### config.mk
export PLATFORM = sky130hd
export DESIGN_NAME = aes128_block_loader
export DESIGN_NICKNAME = d
export VERILOG_FILES = /design/src/rtl/aes128_pkg.sv /design/src/rtl/aes128_word_packer.sv /design/src/rtl/aes128_block_loader.sv
export SDC_FILE = /design/constraint.sdc
export NUM_CORES = 1
export LEC_CHECK = 0
export ABC_AREA = 1
export BUFFER_PORTS_ARGS = -buffer_cell sky130_fd_sc_hd__buf_2
export CAP_MARGIN = 20
export CORE_MARGIN = 5
export CORE_UTILIZATION = 45
export CTS_CLUSTER_DIAMETER = 200
export DETAILED_ROUTE_END_ITERATION = 6
export PLACE_DENSITY = 0.71
export SYNTH_ARGS = -nofsm -noshare
export SYNTH_HDL_FRONTEND = slang
export SYNTH_HIERARCHICAL = 1
export SYNTH_SLANG_ARGS = --single-unit
### constraint.sdc
create_clock -name pi_clk -period 18.8 [get_ports pi_clk]
set_clock_uncertainty 0.1 [all_clocks]
set_input_delay 3.76 -clock pi_clk [delete_from_list [all_inputs] [get_ports pi_clk]]
set_output_delay 3.76 -clock pi_clk [all_outputs]
set_load 0.02 [all_outputs]
### src/rtl/aes128_pkg.sv
// ---------------------------------------------------------------------------
// aes128_pkg
// Shared types and sizes for the AES-128 block loader front end.
// ---------------------------------------------------------------------------
`default_nettype none

package aes128_pkg;

  localparam int AES_BLOCK_W     = 128;
  localparam int AES_WORD_W      = 32;
  localparam int WORDS_PER_BLOCK = 4;
  localparam int WCNT_W          = $clog2(WORDS_PER_BLOCK);

  // Loader sequencing: key group, data group, start pulse, core wait, result hold.
  typedef enum logic [2:0] {
    LOAD_KEY  = 3'd0,
    LOAD_DATA = 3'd1,
    START     = 3'd2,
    WAIT      = 3'd3,
    DONE      = 3'd4
  } state_e;

endpackage

`default_nettype wire

### src/rtl/aes128_word_packer.sv
// ---------------------------------------------------------------------------
// aes128_word_packer
// 32-to-128 assembly shift register with a 2-bit position counter.
// block_o is the 128-bit group as it will look once word_i is shifted in,
// so the owner can load it into the key or data register on the transfer.
// ---------------------------------------------------------------------------
`default_nettype none

module aes128_word_packer
  import aes128_pkg::*;
(
  input  logic                   clk_i,
  input  logic                   rst_i,
  input  logic [AES_WORD_W-1:0]  word_i,
  input  logic                   xfer_i,
  output logic [AES_BLOCK_W-1:0] block_o,
  output logic                   first_o,
  output logic                   last_o
);

  // Only the three most recent words need storing; the fourth is word_i itself.
  logic [AES_BLOCK_W-AES_WORD_W-1:0] hist_q, hist_d;
  logic [WCNT_W-1:0]                 cnt_q, cnt_d;

  assign block_o = {hist_q, word_i};
  assign first_o = (cnt_q == '0);
  assign last_o  = (cnt_q == WCNT_W'(WORDS_PER_BLOCK - 1));

  // Shift and count on every accepted word; the counter wraps to 0 after a full group.
  always_comb begin
    hist_d = hist_q;
    cnt_d  = cnt_q;
    if (xfer_i) begin
      hist_d = block_o[AES_BLOCK_W-AES_WORD_W-1:0];
      cnt_d  = cnt_q + WCNT_W'(1);
    end
  end

  // Packer state registers.
  always_ff @(posedge clk_i or posedge rst_i) begin
    if (rst_i) begin
      hist_q <= '0;
      cnt_q  <= '0;
    end else begin
      hist_q <= hist_d;
      cnt_q  <= cnt_d;
    end
  end

endmodule

`default_nettype wire

### src/rtl/aes128_block_loader.sv
// ---------------------------------------------------------------------------
// aes128_block_loader
// Streams key and plaintext words into 128-bit core buses, pulses the core
// start, waits CORE_LATENCY cycles, captures the result and hands it out
// over a valid/ready handshake. One block in flight at a time.
// Optional: AES128_LOADER_KEY_REUSE_EN lets a job flagged with pi_keep_key
// skip the key group when a valid key is already loaded.
// ---------------------------------------------------------------------------
`default_nettype none

module aes128_block_loader
  import aes128_pkg::*;
#(
  parameter  int CORE_LATENCY = 44,
  localparam int CNT_W        = $clog2(CORE_LATENCY + 1)
) (
  input  logic                   pi_clk,
  input  logic                   pi_rst,
  input  logic [AES_WORD_W-1:0]  pi_word,
  input  logic                   pi_word_valid,
  output logic                   po_word_ready,
  input  logic                   pi_keep_key,
  output logic [AES_BLOCK_W-1:0] po_input_key,
  output logic [AES_BLOCK_W-1:0] po_input_data,
  output logic                   po_start,
  input  logic [AES_BLOCK_W-1:0] pi_core_out,
  output logic [AES_BLOCK_W-1:0] po_cipher,
  output logic                   po_cipher_valid,
  input  logic                   pi_cipher_ready,
  output logic                   po_busy
);

  state_e                 state_q, state_d;
  logic [CNT_W-1:0]       lat_q, lat_d;
  logic [AES_BLOCK_W-1:0] key_q, key_d;
  logic [AES_BLOCK_W-1:0] data_q, data_d;
  logic [AES_BLOCK_W-1:0] cipher_q, cipher_d;
  logic                   cvalid_q, cvalid_d;
  logic                   key_valid_q, key_valid_d;

  logic                   w_load;
  logic                   w_xfer;
  logic [AES_BLOCK_W-1:0] w_block;
  logic                   w_first;
  logic                   w_last;
  logic                   w_reuse;

  // Ready is masked during reset so every output reads 0 while pi_rst is high.
  assign w_load        = (state_q == LOAD_KEY) || (state_q == LOAD_DATA);
  assign po_word_ready = w_load && !pi_rst;
  assign w_xfer        = pi_word_valid && po_word_ready;

  aes128_word_packer u_packer (
    .clk_i   (pi_clk),
    .rst_i   (pi_rst),
    .word_i  (pi_word),
    .xfer_i  (w_xfer),
    .block_o (w_block),
    .first_o (w_first),
    .last_o  (w_last)
  );

`ifdef AES128_LOADER_KEY_REUSE_EN
  // First word of a job flagged keep-key becomes data word 0 when a key is loaded.
  assign w_reuse = (state_q == LOAD_KEY) && w_first && pi_keep_key && key_valid_q;
`else
  logic unused_reuse_inputs;
  assign unused_reuse_inputs = ^{pi_keep_key, key_valid_q, w_first};
  assign w_reuse = 1'b0;
`endif

  assign po_input_key    = key_q;
  assign po_input_data   = data_q;
  assign po_cipher       = cipher_q;
  assign po_cipher_valid = cvalid_q;

  // Next-state, datapath steering and strobe outputs.
  always_comb begin
    state_d     = state_q;
    lat_d       = lat_q;
    key_d       = key_q;
    data_d      = data_q;
    cipher_d    = cipher_q;
    cvalid_d    = cvalid_q;
    key_valid_d = key_valid_q;
    po_start    = 1'b0;
    po_busy     = 1'b0;
    case (state_q)
      LOAD_KEY: begin
        if (w_xfer) begin
          if (w_reuse) begin
            data_d  = w_block;
            state_d = LOAD_DATA;
          end else begin
            key_d = w_block;
            if (w_last) begin
              key_valid_d = 1'b1;
              state_d     = LOAD_DATA;
            end
          end
        end
      end
      LOAD_DATA: begin
        if (w_xfer) begin
          data_d = w_block;
          if (w_last) begin
            state_d = START;
          end
        end
      end
      START: begin
        po_start = 1'b1;
        po_busy  = 1'b1;
        lat_d    = CNT_W'(1);
        state_d  = WAIT;
      end
      WAIT: begin
        po_busy = 1'b1;
        // Counter equals cycles elapsed since the start pulse; it stops at the sample point.
        if (lat_q == CNT_W'(CORE_LATENCY)) begin
          cipher_d = pi_core_out;
          cvalid_d = 1'b1;
          state_d  = DONE;
        end else begin
          lat_d = lat_q + CNT_W'(1);
        end
      end
      DONE: begin
        if (pi_cipher_ready) begin
          cvalid_d = 1'b0;
          state_d  = LOAD_KEY;
        end
      end
      default: begin
        state_d = LOAD_KEY;
      end
    endcase
  end

  // Control and datapath registers; reset discards any in-flight job and the key.
  always_ff @(posedge pi_clk or posedge pi_rst) begin
    if (pi_rst) begin
      state_q     <= LOAD_KEY;
      lat_q       <= '0;
      key_q       <= '0;
      data_q      <= '0;
      cipher_q    <= '0;
      cvalid_q    <= 1'b0;
      key_valid_q <= 1'b0;
    end else begin
      state_q     <= state_d;
      lat_q       <= lat_d;
      key_q       <= key_d;
      data_q      <= data_d;
      cipher_q    <= cipher_d;
      cvalid_q    <= cvalid_d;
      key_valid_q <= key_valid_d;
    end
  end

endmodule

`default_nettype wire

==> impl_metrics.env, run 1 <==
export IMPL_worst_path_max_delay_cell="nor2_2"
export IMPL_worstSetupEndpoint="po_word_ready"
export IMPL_crit_top_cell="buf_2"
export IMPL_worstHoldPathType="flip-flop to flip-flop"
export IMPL_p_total_mw=3.699
export IMPL_yosysTopAreaCell="dfrtp_1"
export IMPL_drc_errors=0
export IMPL_wl_microns=61810
export IMPL_use_met1=0.3250
export IMPL_ys_top_cells_by_count="1086 x nand2_1, 492 x dfrtp_1, 258 x o21ai_0"
export IMPL_rsz0062_at_grt="false"
export IMPL_critPathMaxStageDelay_ns=0.24
export IMPL_dieHeight_microns=218.7
export IMPL_max_slew_worst_pin_slew_ns=1.103
export IMPL_die_area_sq_mm=0.04781
export IMPL_start_util=0.4549
export IMPL_yosysUniqueCellTypes=20
export IMPL_grtUsageMet3=0.06635
export IMPL_avgSynthCellArea_sq_um=8.886
export IMPL_die_w_microns=218.7
export IMPL_path_clk_slew_ns=0.06
export IMPL_grt_overflow=0
export IMPL_ys_flop_type="dfrtp_1"
export IMPL_path_buf_inv=2
export IMPL_async_flop_share=1.000
export IMPL_path_max_fanout=4
export IMPL_period_share=0.4385
export IMPL_first_global_vias=16510
export IMPL_seq_area_frac_synth=0.6284
export IMPL_leakage_nw=12.86
export IMPL_final_max_slew_viol_count=0
export IMPL_synth_fp_nets=2374
export IMPL_yosysMostFrequentCell="nand2_1"
export IMPL_coreArea_sq_mm=0.04308
export IMPL_grt_busiest_layer="met2"
export IMPL_worstSkewPairLatency_ns=0.59
export IMPL_critPathKind="primary input to output port"
export IMPL_cts_tree="yes"
export IMPL_ant_nets=0
export IMPL_crit_cells=3
export IMPL_grt_max_degree=173
export IMPL_startpoint="pi_rst"
export IMPL_io_pins=553
export IMPL_cts_htree_levels=2
export IMPL_first_pass_iters=5
export IMPL_clock_root_buffer="clkbuf_16"
export IMPL_cp_arrival_ns=4.38
export IMPL_syn_area_sq_mm=0.01959
export IMPL_instances_no_fill=3273
export IMPL_synth_enable_flop_cells=0
export IMPL_synth_seq_cells=492
export IMPL_fin_nets=2817
export IMPL_antenna_found_initial=3
export IMPL_setup_viol=0
export IMPL_max_cap_violations=0
export IMPL_drtIter0Drc=1448
export IMPL_ir_drop_uv=111.9
export IMPL_crit_path_end_kind="output port"
export IMPL_cts_resized=0
export IMPL_routed_via_density=5.174
export IMPL_synth_top_cell_area_share=0.6284
export IMPL_dpl_cell_count=3177
export IMPL_syn_to_final_growth_pct=23.03
export IMPL_r2r_slack_ns=15.20
export IMPL_hpwl_microns=41030
export IMPL_postLayoutCoreUtil=0.5596
export IMPL_fin_tns_setup_ns=0
export IMPL_cts_hold_buf=0
export IMPL_r2r_end="po_input_data[34]"
export IMPL_grt_util_met2=0.4035
export IMPL_crit_required_ns=14.94
export IMPL_finalCriticalPeriod_ns=8.244
export IMPL_ys_warn_count=6
export IMPL_power_density_mw_per_mm2=153.5
export IMPL_place_ws_ns=10.55
export IMPL_cp_top_family="buffers and inverters"
export IMPL_grt_usage=0.2493
export IMPL_clock_sinks=492
export IMPL_cts_path_max_buffers=3
export IMPL_gp_congestion=0.8686
export IMPL_cp_cell_sequence="buf_2, nor2_2, buf_2"
export IMPL_wl_per_cell_microns=18.88
export IMPL_rows=76
export IMPL_numPortBuffers=551
export IMPL_vias=16930
export IMPL_setup_ws_ns=10.56
export IMPL_cts_inserted_buffers=51
export IMPL_post_cts_repair_setup_buffers=0
export IMPL_hold_viol_final=0
export IMPL_nFillCells=3881
export IMPL_status="completed"
export IMPL_synth_area_top_cells="dfrtp_1 63%, nand2_1 21%, o21ai_0 6.6%"
export IMPL_crit_path_start_kind="primary input"
export IMPL_slew_headroom=0.2647
export IMPL_synthCells=2205
export IMPL_reg2reg_depth=6
export IMPL_grt_pass1_wl_microns=95430
export IMPL_r2r_start="state_q[2]"
export IMPL_layout_drive_gt1_share=0.2462
export IMPL_fmaxAchievable_ghz=0.1213
[flip-flops by register name, summed over array words and instances, names as in the netlist]
register,cells
state_q,3
u_packer/cnt_q,2
po_input_data,128
u_packer/hist_q,96
po_input_key,128
po_cipher,128
lat_q,6
po_cipher_valid,1
[cells in the final DEF (no fill, tap or decap), types with 2 or more instances in the layout]
master and instances:
nand2_1 1083, buf_2 551, dfrtp_1 492, o21ai_0 258
nand3_1 135, clkbuf_16 53, inv_1 20, buf_4 14
clkbuf_1 13, clkinv_2 9, o21ai_1 6, nor2_1 6
clkbuf_8 6, bufinv_16 5, nor2_4 4, nand4_1 4
ha_1 4, diode_2 3, nand2_4 3, inv_4 3
clkinvlp_4 3, buf_16 3, nor2_2 2, xor2_1 2
[through the flow]
step,area (sq um),hold WS [ns]
finish,24110,0.3650
global route,24100,0.3780
CTS,24020,0.3682
detailed placement,22330,0.3540
global placement,22330,0.3490
floorplan,19590,0.3641
[how the worst min path moves through the flow]
stage,startpoint,endpoint,cells past startpoint
after floorplan,u_packer/hist_q[64],u_packer/hist_q[64],2
after global placement,po_cipher[32],po_cipher[32],2
after detailed placement,po_cipher[49],po_cipher[49],2
after CTS,po_cipher[43],po_cipher[43],2
after global routing,po_cipher[49],po_cipher[49],2
final,po_cipher[56],po_cipher[56],2
[where the power goes]
| group | switching, mW | leakage, nW | internal [mW] |
|---|---|---|---|
| clock network | 0.417 | 0.822 | 0.607 |
| logic | 0.811 | 6.26 | 0.310 |
| registers | 0.194 | 5.78 | 1.36 |
| total | 1.42 | 12.9 | 2.28 |
[cell families (layout without fill, tap and decap cells)]
kind of cell,after synthesis,count (layout),synth area share
adder cells (fa/ha/maj),4,4,0.002554
AND/OR/NAND/NOR,1238,1238,0.2471
flip-flops,492,492,0.6284
AO/OA/AOI/OAI,264,264,0.06743
buffers and inverters,204,684,0.05326
other,0,3,0
XOR/XNOR,3,3,0.001341
[layout make-up]
class                           count  area, sq um  share of cell area
Inverter                           25        108.9            0.004515
Antenna cell                        3        7.507           0.0003114
Multi-Input combinational cell   1509         6297              0.2612
Timing Repair Buffer              569         2965              0.1230
Clock buffer                       72         1458             0.06047
Sequential cell                   492        12310              0.5107
Clock inverter                     18        226.5            0.009394
Tap cell                          585        732.0             0.03036
[layer usage]
| layer | vias up | part of all wire |
|---|---|---|
| li1 | 7830 | - |
| met1 | 8267 | 0.39 |
| met2 | 710 | 0.48 |
| met3 | 127 | 0.087 |
| met4 | 0 | 0.043 |
| met5 | - | 0 |
[worst register-to-register path, stage by stage (launching register included)]
cell and delay, ns:
dfrtp_1 0.46, nor2_2 0.31, nand2_4 0.43, nor2_4 0.90, buf_4 0.92, nand2_1 0.30
nand2_1 0.12
Note: power is estimated with default switching activity, not from simulation.
==> run 2, diff against run 1 <==
Settings changed: PLACE_DENSITY 0.71 to 0.73.
Clock period 18.8 ns to 7.1 ns, I/O delays scaled along.
==> run 2 against run 1 <==
  * Sequential power rose to 2.7 times the previous value
  * Die area is the same
  * Setup slack got worse by 7.0 ns
  * Flip-flop and latch count unchanged
  * Cell count rose by 0.12%
  * Design area rose by 0.23%
  * Register-to-register slack got worse by 11 ns
  * Largest cell class unchanged
  * Clock power rose to 2.7 times the previous value
  * Sequential share of layout area shrank 0.12 points
==> impl_metrics.env, run 2 (synthesis results as in run 1) <==
export IMPL_status="completed"
export IMPL_nFillCells=3846
export IMPL_final_common_cell="nand2_1"
export IMPL_seq_area_sq_mm=0.01231
export IMPL_crit_required_ns=5.58
export IMPL_mostFrequentLayoutCells="1083 x nand2_1, 551 x buf_2, 492 x dfrtp_1"
export IMPL_io_pins=553
export IMPL_vias=16860
export IMPL_setup_ws_ns=3.523
export IMPL_fmaxAchievable_ghz=0.2796
export IMPL_cts_tree="yes"
export IMPL_post_cts_repair_setup_buffers=0
export IMPL_p_total_mw=9.833
export IMPL_worstHoldPathType="flip-flop to flip-flop"
export IMPL_rsz0062_at_grt="false"
export IMPL_first_pass_iters=5
export IMPL_max_slew_worst_pin_slew_ns=1.134
export IMPL_fin_nets=2815
export IMPL_syn_to_final_growth_pct=23.31
export IMPL_start_util=0.4549
export IMPL_die_area_sq_mm=0.04781
export IMPL_cts_inserted_buffers=50
export IMPL_hpwl_microns=40300
export IMPL_dieHeight_microns=218.7
export IMPL_period_share=0.5038
export IMPL_drc_errors=0
export IMPL_ant_nets=0
export IMPL_leakage_nw=12.89
export IMPL_layout_drive_gt1_share=0.2468
export IMPL_clock_sinks=492
export IMPL_rows=76
export IMPL_multiInputGateArea_sq_mm=0.006297
export IMPL_power_density_mw_per_mm2=407.0
export IMPL_finalCriticalPeriod_ns=3.577
export IMPL_cts_hold_buf=0
export IMPL_wl_microns=60900
export IMPL_antenna_found_initial=7
export IMPL_place_ws_ns=2.713
export IMPL_setup_viol=0
export IMPL_cts_path_max_buffers=3
export IMPL_final_max_slew_viol_count=0
export IMPL_coreArea_sq_mm=0.04308
export IMPL_grt_max_degree=170
export IMPL_cts_htree_levels=2
export IMPL_ir_drop_uv=314.3
export IMPL_cp_arrival_ns=2.06
export IMPL_hold_viol_final=0
export IMPL_instances_no_fill=3277
export IMPL_numPortBuffers=551
export IMPL_fin_tns_setup_ns=0
export IMPL_die_w_microns=218.7
export IMPL_gp_congestion=0.8608
export IMPL_grt_overflow=0
export IMPL_dpl_cell_count=3176
export IMPL_wl_per_cell_microns=18.58
export IMPL_cts_resized=0
export IMPL_critPathKind="primary input to output port"
export IMPL_path_max_fanout=4
export IMPL_crit_path_end_kind="output port"
export IMPL_grt_usage=0.2485
export IMPL_path_clk_slew_ns=0.06
export IMPL_routed_via_density=5.144
export IMPL_grt_pass1_wl_microns=95150
export IMPL_crit_path_start_kind="primary input"
export IMPL_max_cap_violations=0
export IMPL_worstSkewPairLatency_ns=0.57
export IMPL_clock_root_buffer="clkbuf_16"
export IMPL_slew_headroom=0.2442
export IMPL_first_global_vias=16670
export IMPL_drtIter0Drc=1380
-- run 2: final cells by class --
class / count / area share
multi-input cells: 1509 / 0.2606
inverters: 25 / 0.004298
clock buffers: 78 / 0.06323
diodes: 6 / 0.0006214
well taps: 585 / 0.03029
repair buffers: 568 / 0.1228
clock inverters: 14 / 0.008544
flip-flops and latches: 492 / 0.5096
-- run 2: final timing paths --
check,start,to,slack [ns],cells after the start
worst max-delay path,pi_rst,po_word_ready,3.52,3
worst min-delay path,po_cipher[68],po_cipher[68],0.37,2
worst max register to register,state_q[2],po_input_key[45],3.78,8
worst min register to register,po_cipher[68],po_cipher[68],0.37,2
max in group asynchronous,pi_rst,u_packer/hist_q[39],4.83,3
min in group asynchronous,pi_rst,po_input_key[123],0.75,2
-- run 2: report_power, final --
part | switching, mW | internal (mW) | leakage, nW
clock network | 1.08 | 1.66 | 0.858
registers | 0.522 | 3.60 | 5.78
logic | 2.14 | 0.824 | 6.25
total | 3.75 | 6.08 | 12.9
-- run 2: metal layers --
layer | up-vias | routed length (microns) | global-route usage | part of all wire
met5 | - | 23 | 0 | 0.00038
met4 | 4 | 3118 | 0.1204 | 0.051
met3 | 159 | 5115 | 0.06469 | 0.084
met2 | 648 | 28210 | 0.3881 | 0.46
met1 | 8232 | 24430 | 0.3254 | 0.40
li1 | 7814 | - | - | -
-- run 2: stage by stage --
stage,cell area [sq um],hold WS [ns],utilization
CTS,24080,0.3683,0.5590
detailed placement,22350,0.3532,0.5187
finish,24160,0.3661,0.5609
global placement,22350,0.3480,0.5187
global route,24160,0.3857,0.5608
floorplan,19600,0.3641,-
-- run 2: worst max-delay path: stages --
cell and delay, ns:
buf_2 0.15, nor2_2 0.24, buf_2 0.24
==> run 3, diff against run 2 <==
Settings changed: PLACE_DENSITY 0.73 to 0.71.
Clock period 7.1 ns to 3.5 ns, I/O delays scaled along.
==> run 3 against run 2 <==
  * Critical path depth rose by 5
  * Non-clock buffer count rose by 13
  * Total power rose by 100%
  * Clock-buffer cell count rose by 2
  * Clock power rose by 93%
  * Sequential power rose by 100%
  * Highest routed layer unchanged
  * Core utilization rose by 0.17 points
  * Worst hold slack got worse by 0.17 ns
  * Cell count rose by 0.31%
==> impl_metrics.env, run 3 (synthesis results as in run 1) <==
export IMPL_dpl_cell_count=3192
export IMPL_clock_sinks=492
export IMPL_cp_arrival_ns=3.00
export IMPL_finalCriticalPeriod_ns=2.655
export IMPL_drtIter0Drc=1468
export IMPL_max_cap_violations=0
export IMPL_grt_overflow=0
export IMPL_syn_to_final_growth_pct=23.68
export IMPL_setup_ws_ns=0.8447
export IMPL_routed_wl_met2_microns=28640
export IMPL_routed_top_layer="met5"
export IMPL_layout_drive_gt1_share=0.2502
export IMPL_ant_nets=0
export IMPL_hpwl_microns=41720
export IMPL_rsz0062_at_grt="false"
export IMPL_max_slew_worst_pin_slew_ns=1.046
export IMPL_worstSkewPairLatency_ns=0.56
export IMPL_critPathKind="flip-flop to flip-flop"
export IMPL_period_share=0.7586
export IMPL_postLayoutCoreUtil=0.5626
export IMPL_cts_path_max_buffers=3
export IMPL_holdWs_ns=0.1940
export IMPL_setup_viol=0
export IMPL_vias=16880
export IMPL_final_area_sq_mm=0.02423
export IMPL_critPathMaxStageDelay_ns=0.47
export IMPL_fin_tns_setup_ns=0
export IMPL_power_density_mw_per_mm2=814.5
export IMPL_cts_hold_buf=0
export IMPL_wl_met3_microns=5199
export IMPL_routed_via_density=5.134
export IMPL_start_util=0.4549
export IMPL_slew_headroom=0.3028
export IMPL_cts_htree_levels=2
export IMPL_seq_area_sq_mm=0.01231
export IMPL_final_common_cell="nand2_1"
export IMPL_wl_microns=61200
export IMPL_nFillCells=3911
export IMPL_path_max_fanout=98
export IMPL_place_ws_ns=0.7594
export IMPL_worstHoldPathType="primary input to async pin"
export IMPL_path_clk_slew_ns=0.06
export IMPL_grt_usage=0.2474
export IMPL_clock_root_buffer="clkbuf_16"
export IMPL_status="completed"
export IMPL_cts_inserted_buffers=50
export IMPL_ir_drop_uv=638.4
export IMPL_crit_path_start_kind="flip-flop"
export IMPL_crit_path_end_kind="flip-flop"
export IMPL_reg2reg_depth=8
export IMPL_fin_nets=2828
export IMPL_grt_pass1_wl_microns=94330
export IMPL_fmaxAchievable_ghz=0.3766
export IMPL_multiInputGateArea_sq_mm=0.006297
export IMPL_crit_required_ns=3.84
export IMPL_wirelength_met1_microns=24310
export IMPL_dieHeight_microns=218.7
export IMPL_io_pins=553
export IMPL_hold_viol_final=0
export IMPL_drc_errors=0
export IMPL_antenna_found_initial=3
export IMPL_gp_congestion=0.8658
export IMPL_final_max_slew_viol_count=0
export IMPL_post_cts_repair_setup_buffers=0
export IMPL_first_global_vias=16520
export IMPL_dpl_instance_area_sq_mm=0.02258
export IMPL_leakage_nw=12.93
export IMPL_die_w_microns=218.7
export IMPL_worst_path_max_delay_cell="dfrtp_1"
export IMPL_grt_max_degree=130
export IMPL_numPortBuffers=551
export IMPL_p_total_mw=19.74
export IMPL_cts_resized=0
export IMPL_rows=76
export IMPL_instances_no_fill=3287
export IMPL_cts_tree="yes"
export IMPL_wl_per_cell_microns=18.62
export IMPL_mostFrequentLayoutCells="1083 x nand2_1, 551 x buf_2, 492 x dfrtp_1"
export IMPL_coreArea_sq_mm=0.04308
export IMPL_first_pass_iters=5
export IMPL_die_area_sq_mm=0.04781
export IMPL_cp_cell_sequence="nor2_2, inv_2, nor2_2, nand2_8, inv_4, inv_4, nand2_1, nand2_1"
-- run 3: cell count changes in the layout (fill, tap and decap cells not counted), sizes merged --
| cell | delta |
|---|---|
| diode | -2 |
| buf | +13 |
| clkbuf | +2 |
| clkinvlp | +1 |
| bufinv | -4 |
-- run 3: worst max-delay path, delay by kind of cell (launching register included) --
| kind | cells | cell delay, ns |
|---|---|---|
| buffers and inverters | 3 | 0.84 |
| DFF | 1 | 0.47 |
| and+or+nand+nor | 5 | 1.04 |
-- run 3: area by class of cell --
type | instances | share of cell area
diodes | 4 | 0.0004130
clock buffers | 80 | 0.06417
clock inverters | 11 | 0.003717
inverters | 25 | 0.004337
multi-input cells | 1509 | 0.2598
flip-flops and latches | 492 | 0.5080
well taps | 585 | 0.03020
repair buffers | 581 | 0.1293
-- run 3: metal layers --
metal  GRT usage  vias to the layer above
li1            -                     7848
met1      0.3204                     8250
met2      0.3964                      636
met3     0.06220                      141
met4      0.1109                        2
met5           0                        -
-- run 3: power breakdown --
part | internal (mW) | switching, mW
logic | 1.72 | 4.38
registers | 7.31 | 1.04
clock network | 3.11 | 2.19
total | 12.1 | 7.61
-- run 3: path summary, 6_finish.rpt --
check | start | endpoint | slack (ns)
setup reg to reg | state_q[2] | u_packer/hist_q[72] | 0.84
max in group asynchronous | pi_rst | po_input_key[14] | 2.13
min in group pi_clk | pi_core_out[75] | po_cipher[75] | 0.25
setup / recovery | state_q[2] | u_packer/hist_q[72] | 0.84
hold / removal | pi_rst | po_input_key[87] | 0.19
hold reg to reg | po_cipher[83] | po_cipher[83] | 0.36
